--- src/rtl/cmp_pkg.sv ---
// Shared definitions for the BETA ALU compare unit: function codes,
// flag bit positions and the flag-to-boolean select.
package cmp_pkg;

    // Compare function codes (3'b000 and 3'b100 are reserved -> result 0)
    localparam logic [2:0] CFN_EQ  = 3'b001;
    localparam logic [2:0] CFN_LT  = 3'b010;
    localparam logic [2:0] CFN_LE  = 3'b011;
    localparam logic [2:0] CFN_NE  = 3'b101;
    localparam logic [2:0] CFN_LTU = 3'b110;
    localparam logic [2:0] CFN_LEU = 3'b111;

    // Bit positions inside the {Z,V,N,C} flag vector
    localparam int unsigned FLAG_Z = 3;
    localparam int unsigned FLAG_V = 2;
    localparam int unsigned FLAG_N = 1;
    localparam int unsigned FLAG_C = 0;

    // Boolean compare outcome from A-B flags; C=1 means no borrow (a >= b unsigned)
    function automatic logic cmp_select(input logic [3:0] fl, input logic [2:0] fn);
        logic z, v, n, c;
        z = fl[FLAG_Z];
        v = fl[FLAG_V];
        n = fl[FLAG_N];
        c = fl[FLAG_C];
        case (fn)
            CFN_EQ:  return z;
            CFN_LT:  return n ^ v;
            CFN_LE:  return z | (n ^ v);
            CFN_NE:  return ~z;
            CFN_LTU: return ~c;
            CFN_LEU: return ~c | z;
            default: return 1'b0;
        endcase
    endfunction

endpackage

--- src/rtl/cmp_flags.sv ---
// Combinational Z/V/N/C flag generator for A-B; shared with the ARITH unit.
module cmp_flags #(
    parameter int unsigned WIDTH = 32
) (
    input  logic [WIDTH-1:0] a,
    input  logic [WIDTH-1:0] b,
    output logic             z,
    output logic             v,
    output logic             n,
    output logic             c
);

    logic [WIDTH:0] diff;

    // Two's-complement subtract with the carry-out kept as the no-borrow flag
    always_comb begin
        diff = {1'b0, a} + {1'b0, ~b} + {{WIDTH{1'b0}}, 1'b1};
        c    = diff[WIDTH];
        z    = (diff[WIDTH-1:0] == '0);
        n    = diff[WIDTH-1];
        v    = (a[WIDTH-1] != b[WIDTH-1]) & (diff[WIDTH-1] != a[WIDTH-1]);
    end

endmodule

--- src/rtl/cmp_pipe.sv ---
// Two-stage pipelined compare unit with valid/ready handshake.
// Stage 1 captures the flags of A-B with cfn/tag; stage 2 selects the
// boolean and presents result/flags/tag to the writeback consumer.
module cmp_pipe
    import cmp_pkg::*;
#(
    parameter int unsigned WIDTH     = 32,
    parameter int unsigned OUT_WIDTH = 32,
    parameter int unsigned TAG_W     = 5
) (
    input  logic                 clk,
    input  logic                 rst_n,
    input  logic                 in_valid,
    output logic                 in_ready,
    input  logic [WIDTH-1:0]     a,
    input  logic [WIDTH-1:0]     b,
    input  logic [2:0]           cfn,
    input  logic [TAG_W-1:0]     tag_in,
    output logic                 out_valid,
    input  logic                 out_ready,
    output logic [OUT_WIDTH-1:0] result,
    output logic [3:0]           flags,
    output logic [TAG_W-1:0]     tag_out
);

    logic             fz, fv, fn, fc;
    logic             s1_valid;
    logic [3:0]       s1_flags;
    logic [2:0]       s1_cfn;
    logic [TAG_W-1:0] s1_tag;
    logic             adv2;
    logic             accept;
    logic [OUT_WIDTH-1:0] result_d;

    cmp_flags #(
        .WIDTH(WIDTH)
    ) u_flags (
        .a(a),
        .b(b),
        .z(fz),
        .v(fv),
        .n(fn),
        .c(fc)
    );

    // Handshake: stage 2 frees up when empty or draining; stage 1 when empty or moving on
    always_comb begin
        adv2     = !out_valid | out_ready;
        in_ready = !s1_valid | adv2;
        accept   = in_valid & in_ready;
    end

    // Zero-extended boolean from the stage-1 flags
    always_comb begin
        result_d    = '0;
        result_d[0] = cmp_select(s1_flags, s1_cfn);
    end

    // Stage 1: capture flags, function code and tag on input transfer
    always_ff @(posedge clk or negedge rst_n) begin
        if (!rst_n) begin
            s1_valid <= 1'b0;
            s1_flags <= '0;
            s1_cfn   <= '0;
            s1_tag   <= '0;
        end else if (accept) begin
            s1_valid <= 1'b1;
            s1_flags <= {fz, fv, fn, fc};
            s1_cfn   <= cfn;
            s1_tag   <= tag_in;
        end else if (adv2) begin
            s1_valid <= 1'b0;
        end
    end

    // Stage 2: register the selected result; payload holds while stalled or empty
    always_ff @(posedge clk or negedge rst_n) begin
        if (!rst_n) begin
            out_valid <= 1'b0;
            result    <= '0;
            flags     <= '0;
            tag_out   <= '0;
        end else if (adv2) begin
            out_valid <= s1_valid;
            if (s1_valid) begin
                result  <= result_d;
                flags   <= s1_flags;
                tag_out <= s1_tag;
            end
        end
    end

endmodule

--- config.mk ---
export PLATFORM = sky130hd
export DESIGN_NAME = cmp_pipe
export DESIGN_NICKNAME = d
export VERILOG_FILES = /design/src/rtl/cmp_pkg.sv /design/src/rtl/cmp_flags.sv /design/src/rtl/cmp_pipe.sv
export SDC_FILE = /design/constraint.sdc
export NUM_CORES = 1
export LEC_CHECK = 0
export ABC_AREA = 0
export BUFFER_PORTS_ARGS = -buffer_cell sky130_fd_sc_hd__buf_2
export CAP_MARGIN = 10
export CELL_PAD_IN_SITES_DETAIL_PLACEMENT = 1
export CELL_PAD_IN_SITES_GLOBAL_PLACEMENT = 1
export CORE_MARGIN = 3
export CORE_UTILIZATION = 35
export CTS_CLUSTER_SIZE = 14
export DETAILED_ROUTE_END_ITERATION = 8
export PLACE_DENSITY_LB_ADDON = 0.08
export SYNTH_ARGS = -nofsm -noshare
export SYNTH_HDL_FRONTEND = slang
export SYNTH_SLANG_ARGS = --single-unit
--- constraint.sdc ---
create_clock -name clk -period 2.4 [get_ports clk]
set_clock_uncertainty 0.15 [all_clocks]
set_input_delay 0.24 -clock clk [delete_from_list [all_inputs] [get_ports clk]]
set_output_delay 0.24 -clock clk [all_outputs]
set_load 0.01 [all_outputs]
Yosys cells after proc, flatten, opt, wreduce, memory -nomap -nowiden
Cells that the tools add are included.
Widths: inputs -> output; s select.
Storage, ports and cells
  RAM bits: 0
  bits in latches: 0
  logic and storage cells: 36
  output and inout bits: 43
  register bits after elaboration: 24
  bits of input ports: 76
  memories kept: 0
  ROM bits: 0
Cells by class
  magnitude comparators: 0
  shift-type cells: 0
  reduce and logical (&&, ||, !) cells: 5
  equality and inequality tests: 8
  div/mod/pow operators: 0
  $add $sub $neg: 2
  bitwise logic cells: 10
  mux-type cells: 3
  $mul: 0
Operator list (number)
  $add 32x32->33: 1
  $add 33x1->33 const B: 1
  $logic_not 32->1: 1
  $not 32->32: 1
  $eq 3x3->1 const B: 3
  $eq 3x2->1 const B: 2
  $pmux 1 s6: 1
  $or 1x1->1: 4
  $eq 3x1->1 const B: 1
  $and 1x1->1: 2
  $logic_not 1->1: 2
  $mux 1: 2
  $ne 1x1->1: 2
  $not 1->1: 2
  $reduce_and 2->1: 1
  $reduce_bool 2->1: 1
  $xor 1x1->1: 1

Longest topological paths before layout
Gate-level depths: netlist (run 1).
  depth after elaboration: 5
  gate-level depth with buffers: 12
  gate-level depth less buffers: 12

By module
From an unflattened synthesis (run 1), not the netlist that was laid out.
Second synthesis, totals
  cells, all modules: 415
  area, all modules: 3359.5 µm²
By module, submodules not included
  cmp_flags: times used 1, cells each 323, area an instance 2080.7 µm², sequential area each 0.0 µm²
  cmp_pipe: times used 1, cells each 92, area an instance 1278.7 µm², sequential area each 600.6 µm²

Worst setup path after synthesis (run 1)
OpenSTA, ideal clock, no wires.
  kind: in2reg
  start: in a[0]
  end: reg s1_flags[3]
  data required time: 2.173 ns
  slack: -0.385 ns
  setup time: 0.077 ns
  arrival: 2.559 ns
  cell stages on the path: 12
  buffers on the path: 0
  path through: inv_1 ha_1 fa_1 nand2b_1 a21oi_2 o211ai_2 a211o_2 nand2_1 mux2_2 nor4_4 nand4_1 o21ai_1
On the way
  longest elaborated chain between the ends: 3
Ends and longest elaborated chain
  start: declaration: line cmp_pipe.sv:15  | input logic [WIDTH-1:0] a,
  $add 32x32->33: line cmp_flags.sv:17  | diff = {1'b0, a} + {1'b0, ~b} + {{WIDTH{1'b0}}, 1'b1};
  $add 33x1->33: line cmp_flags.sv:17
  $logic_not 32->1: line cmp_flags.sv:19  | z = (diff[WIDTH-1:0] == '0);
  end signal: assignment: line cmp_pipe.sv:68  | s1_flags <= {fz, fv, fn, fc};
  end: declaration: line cmp_pipe.sv:28  | logic [3:0] s1_flags;
Every way passes these cells.
A chain may end at the register's enable or synchronous reset.

Final worst setup path (run 1)
  start: in b[6]
  end: reg s1_flags[3]
On the way
  longest elaborated chain between the ends: 4
Ends and longest elaborated chain
  start: declaration: line cmp_pipe.sv:16  | input logic [WIDTH-1:0] b,
  $not 32->32: line cmp_flags.sv:17
  $add 32x32->33: line cmp_flags.sv:17
  $add 33x1->33: line cmp_flags.sv:17
  $logic_not 32->1: line cmp_flags.sv:19
Every way passes these cells.

==> results.rst, run 1 <==
.. list-table::
   :header-rows: 1

   * - Metric
     - Value
   * - Status
     - finished, violations left
   * - Violated checks
     - negative setup slack
   * - Iteration-0 DRC count of the detailed router
     - slightly below 80
   * - Die Y
     - 108 um
   * - Wire length of the first global-routing pass
     - around 19,000 um
   * - Combinational family with the most area after synthesis
     - compound AO/OA/AOI/OAI gates
   * - Number of buffers inserted during clock tree synthesis
     - 3
   * - WHS Endpoint
     - s1_tag[3]
   * - Library cell used as clock root buffer
     - sky130_fd_sc_hd__clkbuf_8
   * - Number of endpoints with negative hold slack in the final report
     - 0
   * - Boundary pin count
     - ~120
   * - Wire per inst
     - 15.6 um
   * - FILL cells
     - between 1,000 and 1,500
   * - Worst-Skew Late Latency
     - 0.27 ns
   * - Critical path required time
     - 2.45 ns
   * - Via count of the first global-routing pass
     - roughly 4,000
   * - H-tree lvl count
     - 1
   * - Synth warn
     - 0
   * - Total die area
     - 11,700 um2
   * - Vias per std cell
     - a little over 5
   * - Critical Path End Type
     - register
   * - Arrival time of the worst setup path
     - 2.58 ns
   * - Post-synthesis cell type count
     - about 80
   * - Pin count of the biggest net entering global routing
     - 25
   * - Adder-cell share of the synthesized area
     - 0.115
   * - FF-to-FF path depth
     - 9
   * - Most used flip-flop cell after synthesis
     - sky130_fd_sc_hd__dfrtp_1
   * - Highest fanout seen on the critical path
     - 3
   * - Worst slew margin relative to its limit
     - 0.624
   * - Maximum clock insertion buffer count
     - 2
   * - Residual antenna-violating net count after detailed routing
     - 0
   * - Actual slew at the worst max-slew pin
     - 0.562 ns
   * - Cell Area, Placed
     - 4850 um2
   * - Total wirelength of the detailed-routed design
     - 11,900 um
   * - XOR/XNOR share of the synthesized area
     - 0.0263
   * - Biggest area contributors in the synthesized netlist
     - sky130_fd_sc_hd__dfrtp_1 (16%), sky130_fd_sc_hd__ha_1 (11%), sky130_fd_sc_hd__buf_4 (7.0%)
   * - Kind of start point of the critical path
     - input pin
   * - Areal power density over the cells
     - 392 nW/um2
   * - Routed met2 length
     - 6200 um
   * - Final weighted congestion in routability-driven placement
     - 0.844
   * - Die Wd
     - 108 um
   * - Maximum clock frequency
     - 394 MHz
   * - Topmost layer with routed signal wires
     - met4
   * - Gate count of the mapped netlist
     - roughly 460
   * - GRT Overall Usage
     - 0.195
   * - Synthesized-area fraction occupied by and/or/nand/nor cells
     - 0.212
   * - Unrepaired setup endpoints after global routing
     - yes
   * - Portion of the post-synthesis area used by sequential elements
     - 0.164
   * - Fin crit share
     - 1.06
   * - Flop and latch count out of synthesis
     - 24
   * - TritonCTS clock tree
     - built
   * - Initial Util
     - 0.368
   * - Worst hold start
     - tag_in[3]
   * - R2R Setup Slk
     - 0.28 ns
   * - Final Slew Violations
     - 0
   * - Cell count after placement
     - approximately 750
   * - Count of input and output buffers
     - just under 90
   * - Number of antenna violations at the first check in global routing
     - 0
   * - Post-layout minimum cycle time
     - 2.54 ns
   * - Max-capacitance violation count
     - 0
   * - Final design area excluding fillers
     - 5200 um2
   * - Fin Hold WS
     - 0.0526 ns
   * - Most common cell after layout, fill and taps aside
     - sky130_fd_sc_hd__buf_4
   * - DRC violation count after routing
     - 0
   * - EDFF count, synth
     - 0
   * - Area of the placeable core
     - 9950 um2
   * - Global-route congestion overflow total
     - 0
   * - CTS sink count
     - 24
   * - Static power due to leakage
     - about 2.5 nW
   * - Number of iterations in the first detailed-routing pass
     - 4
   * - Worst min-delay path class
     - in2reg
   * - Worst-path clk slew
     - 0.08 ns
   * - Number of cell rows
     - 36
   * - Area share of the largest cell type after synthesis
     - 0.164
   * - # setup viols final
     - 2
   * - Final standard cell count with taps included and fillers excluded
     - between 700 and 800
   * - Synth area leader
     - sky130_fd_sc_hd__dfrtp_1
   * - Post-synthesis mux area share
     - 0.0670
   * - Post-synthesis compound-gate area fraction
     - 0.275
   * - Terminus of the critical flop-to-flop path
     - s1_flags[3]
   * - Area added between synthesis and finish
     - 42.1%
   * - Maximum vdd ir drop
     - 0.306 mV
   * - Number of antenna cells inserted
     - 0
   * - Met3 routed WL
     - 396 um
   * - Setup Crit Path Kind
     - in2reg
   * - Hold Path Cell Cnt
     - 2
   * - Reg-to-reg startpoint
     - out_valid
   * - Post-route core utilization
     - 0.523
   * - Share of final-layout standard cells stronger than drive strength 1
     - 0.456
   * - DP Wirelength
     - 10000 um
   * - Leading cell types in the layout, fill and taps excluded
     - sky130_fd_sc_hd__buf_4 (100), sky130_fd_sc_hd__buf_2 (84), sky130_fd_sc_hd__inv_1 (41), sky130_fd_sc_hd__nand2_1 (36), sky130_fd_sc_hd__conb_1 (31)
   * - Synthesized area per cell
     - 8.00 um2
   * - Share of flip-flops with an asynchronous set or reset after synthesis
     - 1.00
   * - Wire length on met1
     - 5060 um
   * - Area of the mapped netlist
     - about 3700 um2
   * - Total power
     - 2.04 mW
   * - Final net count
     - 740
   * - Setup ws final
     - -0.136 ns
   * - DR vias
     - a little under 4,000
-- repair_timing --
action	4_1_cts	5_1_grt
hold endpoints to repair	24	0
setup endpoints to repair	4	4
cloned	0	0
pin swaps	13	19
hold buffers	1	0
buffers inserted	0	4
resized for setup	21	26
-- routing by layer --
metal	track usage	up-vias
met5	0	-
li1	-	1941
met4	0.0523	0
met3	0.0131	19
met1	0.232	1869
met2	0.375	81
-- layout make-up --
type / count / area, um2 / area share
multi-input cells: 369 / 3000 / 0.577
well taps: 133 / 166 / 0.0320
inverters: 46 / 188 / 0.0361
clock buffers: 3 / 41.3 / 0.00794
repair buffers: 187 / 1200 / 0.231
flip-flops and latches: 24 / 601 / 0.115
-- cell families after synthesis --
family                     count (synthesis)
AOI/OAI and AO/OA                        138
xor gates and xnor gates                  11
adders and majority gates                 33
buffers and inverters                     95
DFF                                       24
muxes                                     22
other                                      1
and+or+nand+nor                          134
-- critical path, cell delays in order --
cell,delay (ns)
sky130_fd_sc_hd__buf_4,0.13
sky130_fd_sc_hd__inv_12,0.03
sky130_fd_sc_hd__ha_4,0.14
sky130_fd_sc_hd__or3_4,0.41
sky130_fd_sc_hd__o211ai_4,0.27
sky130_fd_sc_hd__nand4_2,0.18
sky130_fd_sc_hd__a211oi_4,0.28
sky130_fd_sc_hd__mux2_4,0.34
sky130_fd_sc_hd__o32ai_4,0.28
sky130_fd_sc_hd__o2111ai_2,0.13
sky130_fd_sc_hd__o21ai_1,0.16
-- per-stage QoR --
stage	setup TNS [ns]	setup slack, ns
after global placement	-1.40	-0.505
final	-0.157	-0.136
after detailed placement	-1.63	-0.573
after floorplan	-0.140	-0.121
after CTS	-0.189	-0.138
after global routing	-0.392	-0.238
-- report_power, final --
group,internal [mW],switching (mW)
Combinational,0.628,0.655
Clock,0.112,0.122
Sequential,0.478,0.0429
Total,1.22,0.820
-- how the worst max path moves through the flow --
stage	cells after the start	start	slack (ns)	endpoint
final	11	b[6]	-0.14	s1_flags[3]
after global routing	11	b[6]	-0.24	s1_flags[3]
after CTS	12	b[0]	-0.14	s1_flags[3]
after detailed placement	11	b[0]	-0.57	s1_flags[3]
after global placement	11	b[0]	-0.50	s1_flags[3]
after floorplan	10	b[6]	-0.12	s1_flags[3]
-- flip-flops by register name, indices dropped and copies added (netlist names) --
| signal | count |
|---|---|
| s1_valid | 1 |
| tag_out | 5 |
| result | 1 |
| flags | 4 |
| s1_flags | 4 |
| s1_cfn | 3 |
| s1_tag | 5 |
| out_valid | 1 |
-- Yosys cell counts, types with 4 or more instances --
master and number:
sky130_fd_sc_hd__inv_1 46, sky130_fd_sc_hd__nand2_1 38, sky130_fd_sc_hd__buf_4 34, sky130_fd_sc_hd__a21oi_1 33
sky130_fd_sc_hd__ha_1 32, sky130_fd_sc_hd__dfrtp_1 24, sky130_fd_sc_hd__mux2_2 20, sky130_fd_sc_hd__o21ai_0 18
sky130_fd_sc_hd__nor2_1 16, sky130_fd_sc_hd__a21o_1 14, sky130_fd_sc_hd__nand2b_1 12, sky130_fd_sc_hd__buf_2 9
sky130_fd_sc_hd__nand3_1 9, sky130_fd_sc_hd__nand4_1 8, sky130_fd_sc_hd__o211ai_1 8, sky130_fd_sc_hd__nor3_1 7
sky130_fd_sc_hd__xor2_1 7, sky130_fd_sc_hd__a21oi_2 6, sky130_fd_sc_hd__a31oi_1 5, sky130_fd_sc_hd__nand3b_1 5
sky130_fd_sc_hd__o21a_1 5, sky130_fd_sc_hd__o221ai_1 5, sky130_fd_sc_hd__and2_1 4, sky130_fd_sc_hd__nor4_1 4
sky130_fd_sc_hd__o22ai_1 4, sky130_fd_sc_hd__o31ai_1 4, sky130_fd_sc_hd__xnor2_1 4
No activity file was read; power rests on OpenSTA's default activity.
==> inputs of run 2 (changes only) <==
--- a/config.mk
+++ b/config.mk
@@ -14,6 +14,7 @@
 export CORE_UTILIZATION = 35
 export CTS_CLUSTER_SIZE = 14
 export DETAILED_ROUTE_END_ITERATION = 8
+export HOLD_SLACK_MARGIN = 0.12
 export PLACE_DENSITY_LB_ADDON = 0.08
 export SYNTH_ARGS = -nofsm -noshare
 export SYNTH_HDL_FRONTEND = slang
==> results.rst, run 2 (synthesis gave the netlist of run 1 again) <==
.. list-table::
   :header-rows: 1

   * - Metric
     - Value
   * - Die Wd
     - 108 um
   * - Internal Power
     - 1.23 mW
   * - Wire length of the first global-routing pass
     - 18,900 um
   * - Final standard cell count with taps included and fillers excluded
     - 771
   * - Library cell used as clock root buffer
     - sky130_fd_sc_hd__clkbuf_8
   * - Critical Path End Type
     - register
   * - Worst slew margin relative to its limit
     - 0.626
   * - Cells traversed along the worst timing path
     - buf_4, inv_12, ha_4, or3_4, o211ai_4, nand4_2, a211oi_4, mux2_4, o32ai_4, o2111ai_2, o21ai_1
   * - Initial Util
     - 0.368
   * - Die Y
     - 108 um
   * - DR vias
     - 3,952
   * - Vias per std cell
     - 5.13
   * - Areal power density over the cells
     - 388 nW/um2
   * - Total wirelength of the detailed-routed design
     - 12,000 um
   * - Switching share of power
     - 0.402
   * - Combinational share of power
     - 0.632
   * - Iteration-0 DRC count of the detailed router
     - 84
   * - Static power due to leakage
     - 2.53 nW
   * - Pre-CTS setup slack
     - -0.573 ns
   * - Fin crit share
     - 1.06
   * - Highest-delay cell along the critical path
     - sky130_fd_sc_hd__or3_4
   * - Actual slew at the worst max-slew pin
     - ~0.56 ns
   * - Area of the placeable core
     - 9950 um2
   * - Final net count
     - between 700 and 800
   * - Fin Hold WS
     - about 0.15 ns
   * - Leading cell types in the layout, fill and taps excluded
     - sky130_fd_sc_hd__buf_4 (100), sky130_fd_sc_hd__buf_2 (84), sky130_fd_sc_hd__inv_1 (41), sky130_fd_sc_hd__nand2_1 (36), sky130_fd_sc_hd__conb_1 (31)
   * - Number of buffers inserted during clock tree synthesis
     - 3
   * - Number of cell rows
     - 36
   * - Global-route congestion overflow total
     - 0
   * - Residual antenna-violating net count after detailed routing
     - 0
   * - Max-capacitance violation count
     - 0
   * - Status
     - finished, violations left
   * - Number of antenna violations at the first check in global routing
     - 0
   * - Count of input and output buffers
     - between 80 and 90
   * - Cell count after placement
     - 754
   * - Most common cell after layout, fill and taps aside
     - sky130_fd_sc_hd__buf_4
   * - Number of endpoints with negative hold slack in the final report
     - 0
   * - Maximum vdd ir drop
     - between 0.2 and 0.3 mV
   * - Critical path required time
     - 2.45 ns
   * - Unrepaired setup endpoints after global routing
     - yes
   * - Final Slew Violations
     - 0
   * - Worst min-delay path class
     - in2reg
   * - Post-layout minimum cycle time
     - approximately 2.5 ns
   * - Wire per inst
     - 15.6 um
   * - Clock group share of total power
     - 0.114
   * - Share of final-layout standard cells stronger than drive strength 1
     - 0.450
   * - Crit-path max cell delay
     - ~0.4 ns
   * - Boundary pin count
     - about 120
   * - Worst-Skew Late Latency
     - 0.27 ns
   * - # setup viols final
     - 2
   * - Arrival time of the worst setup path
     - 2.58 ns
   * - Switching pwr
     - around 0.8 mW
   * - CTS sink count
     - 24
   * - Via count of the first global-routing pass
     - 4,025
   * - Worst-path clk slew
     - ~0.080 ns
   * - H-tree lvl count
     - 1
   * - Maximum clock frequency
     - 394 MHz
   * - Total power
     - 2.05 mW
   * - Final weighted congestion in routability-driven placement
     - 0.844
   * - Setup ws final
     - -0.137 ns
   * - Highest fanout seen on the critical path
     - 3
   * - Setup Crit Path Kind
     - in2reg
   * - Pin count of the biggest net entering global routing
     - 25
   * - DRC violation count after routing
     - 0
   * - Setup TNS Final
     - -0.148 ns
   * - Registers with the highest flip-flop counts
     - s1_tag: 5 flops, tag_out: 5 flops
   * - Area added between synthesis and finish
     - 44.5%
   * - Total die area
     - 11,700 um2
   * - DP Wirelength
     - 10000 um
   * - Violated checks
     - negative setup slack
   * - Kind of start point of the critical path
     - input pin
   * - Number of iterations in the first detailed-routing pass
     - 4
   * - Maximum clock insertion buffer count
     - 2
   * - Number of antenna cells inserted
     - 0
   * - TritonCTS clock tree
     - built
   * - Sequential group share of total power
     - 0.254
   * - GRT Overall Usage
     - 0.197
==> run 2: cell count changes in the layout (fill, tap and decap cells not counted) <==
cell,change
sky130_fd_sc_hd__dlygate4sd3_1,+9
==> run 2: routing by layer <==
metal | track usage | share of wire
met2 | 0.379 | 0.52
met5 | 0 | 0
met1 | 0.234 | 0.43
met3 | 0.0119 | 0.032
met4 | 0.0523 | 0.021
==> run 2: final cells by class <==
cell class                 count  area (um2)
sequential                    24         601
timing repair buffer         196        1290
inverter                      46         188
fill                        1249        4660
clock buffer                   3        41.3
tap                          133         166
multi-input combinational    369        3000
==> run 2: path summary, 6_finish.rpt <==
check,from,to,slack [ns],cells past startpoint
max reg2reg,out_valid,s1_flags[3],0.28,9
min reg2reg,result[0],result[0],0.35,2
min in group asynchronous,rst_n,s1_cfn[0],0.35,2
min,out_ready,out_valid,0.15,3
max,b[6],s1_flags[3],-0.14,11
max in group asynchronous,rst_n,tag_out[1],1.40,2
==> run 2: repair_timing <==
item	in CTS	in global routing
setup endpoints to repair	4	4
hold endpoints to repair	33	0
pin swaps	13	19
hold buffers	10	0
setup buffers	0	4
gates resized for setup	21	26
==> run 2: power groups by stage <==
stage / logic, mW / registers (mW) / clock network (mW)
after global placement: 1.16 / 0.523 / 0
after detailed placement: 1.19 / 0.529 / 0
after global routing: 1.43 / 0.530 / 0.258
final: 1.30 / 0.521 / 0.234
after floorplan: 0.735 / 0.543 / 0
after CTS: 1.25 / 0.521 / 0.247
==> run 2: worst max-delay path: cells and delay by family <==
family | cells | cell delay, ns
adder cells (fa/ha/maj) | 1 | 0.14
buffers and inverters | 2 | 0.16
AND/OR/NAND/NOR | 2 | 0.59
AO/OA/AOI/OAI | 5 | 1.12
multiplexers | 1 | 0.34
==> run 2: stage by stage <==
step,util,instance area (um2)
3_3_place_gp,0.487,4850
6_report,0.532,5290
3_5_place_dp,0.487,4850
4_1_cts,0.514,5110
2_1_floorplan,-,3880
5_1_grt,0.532,5290
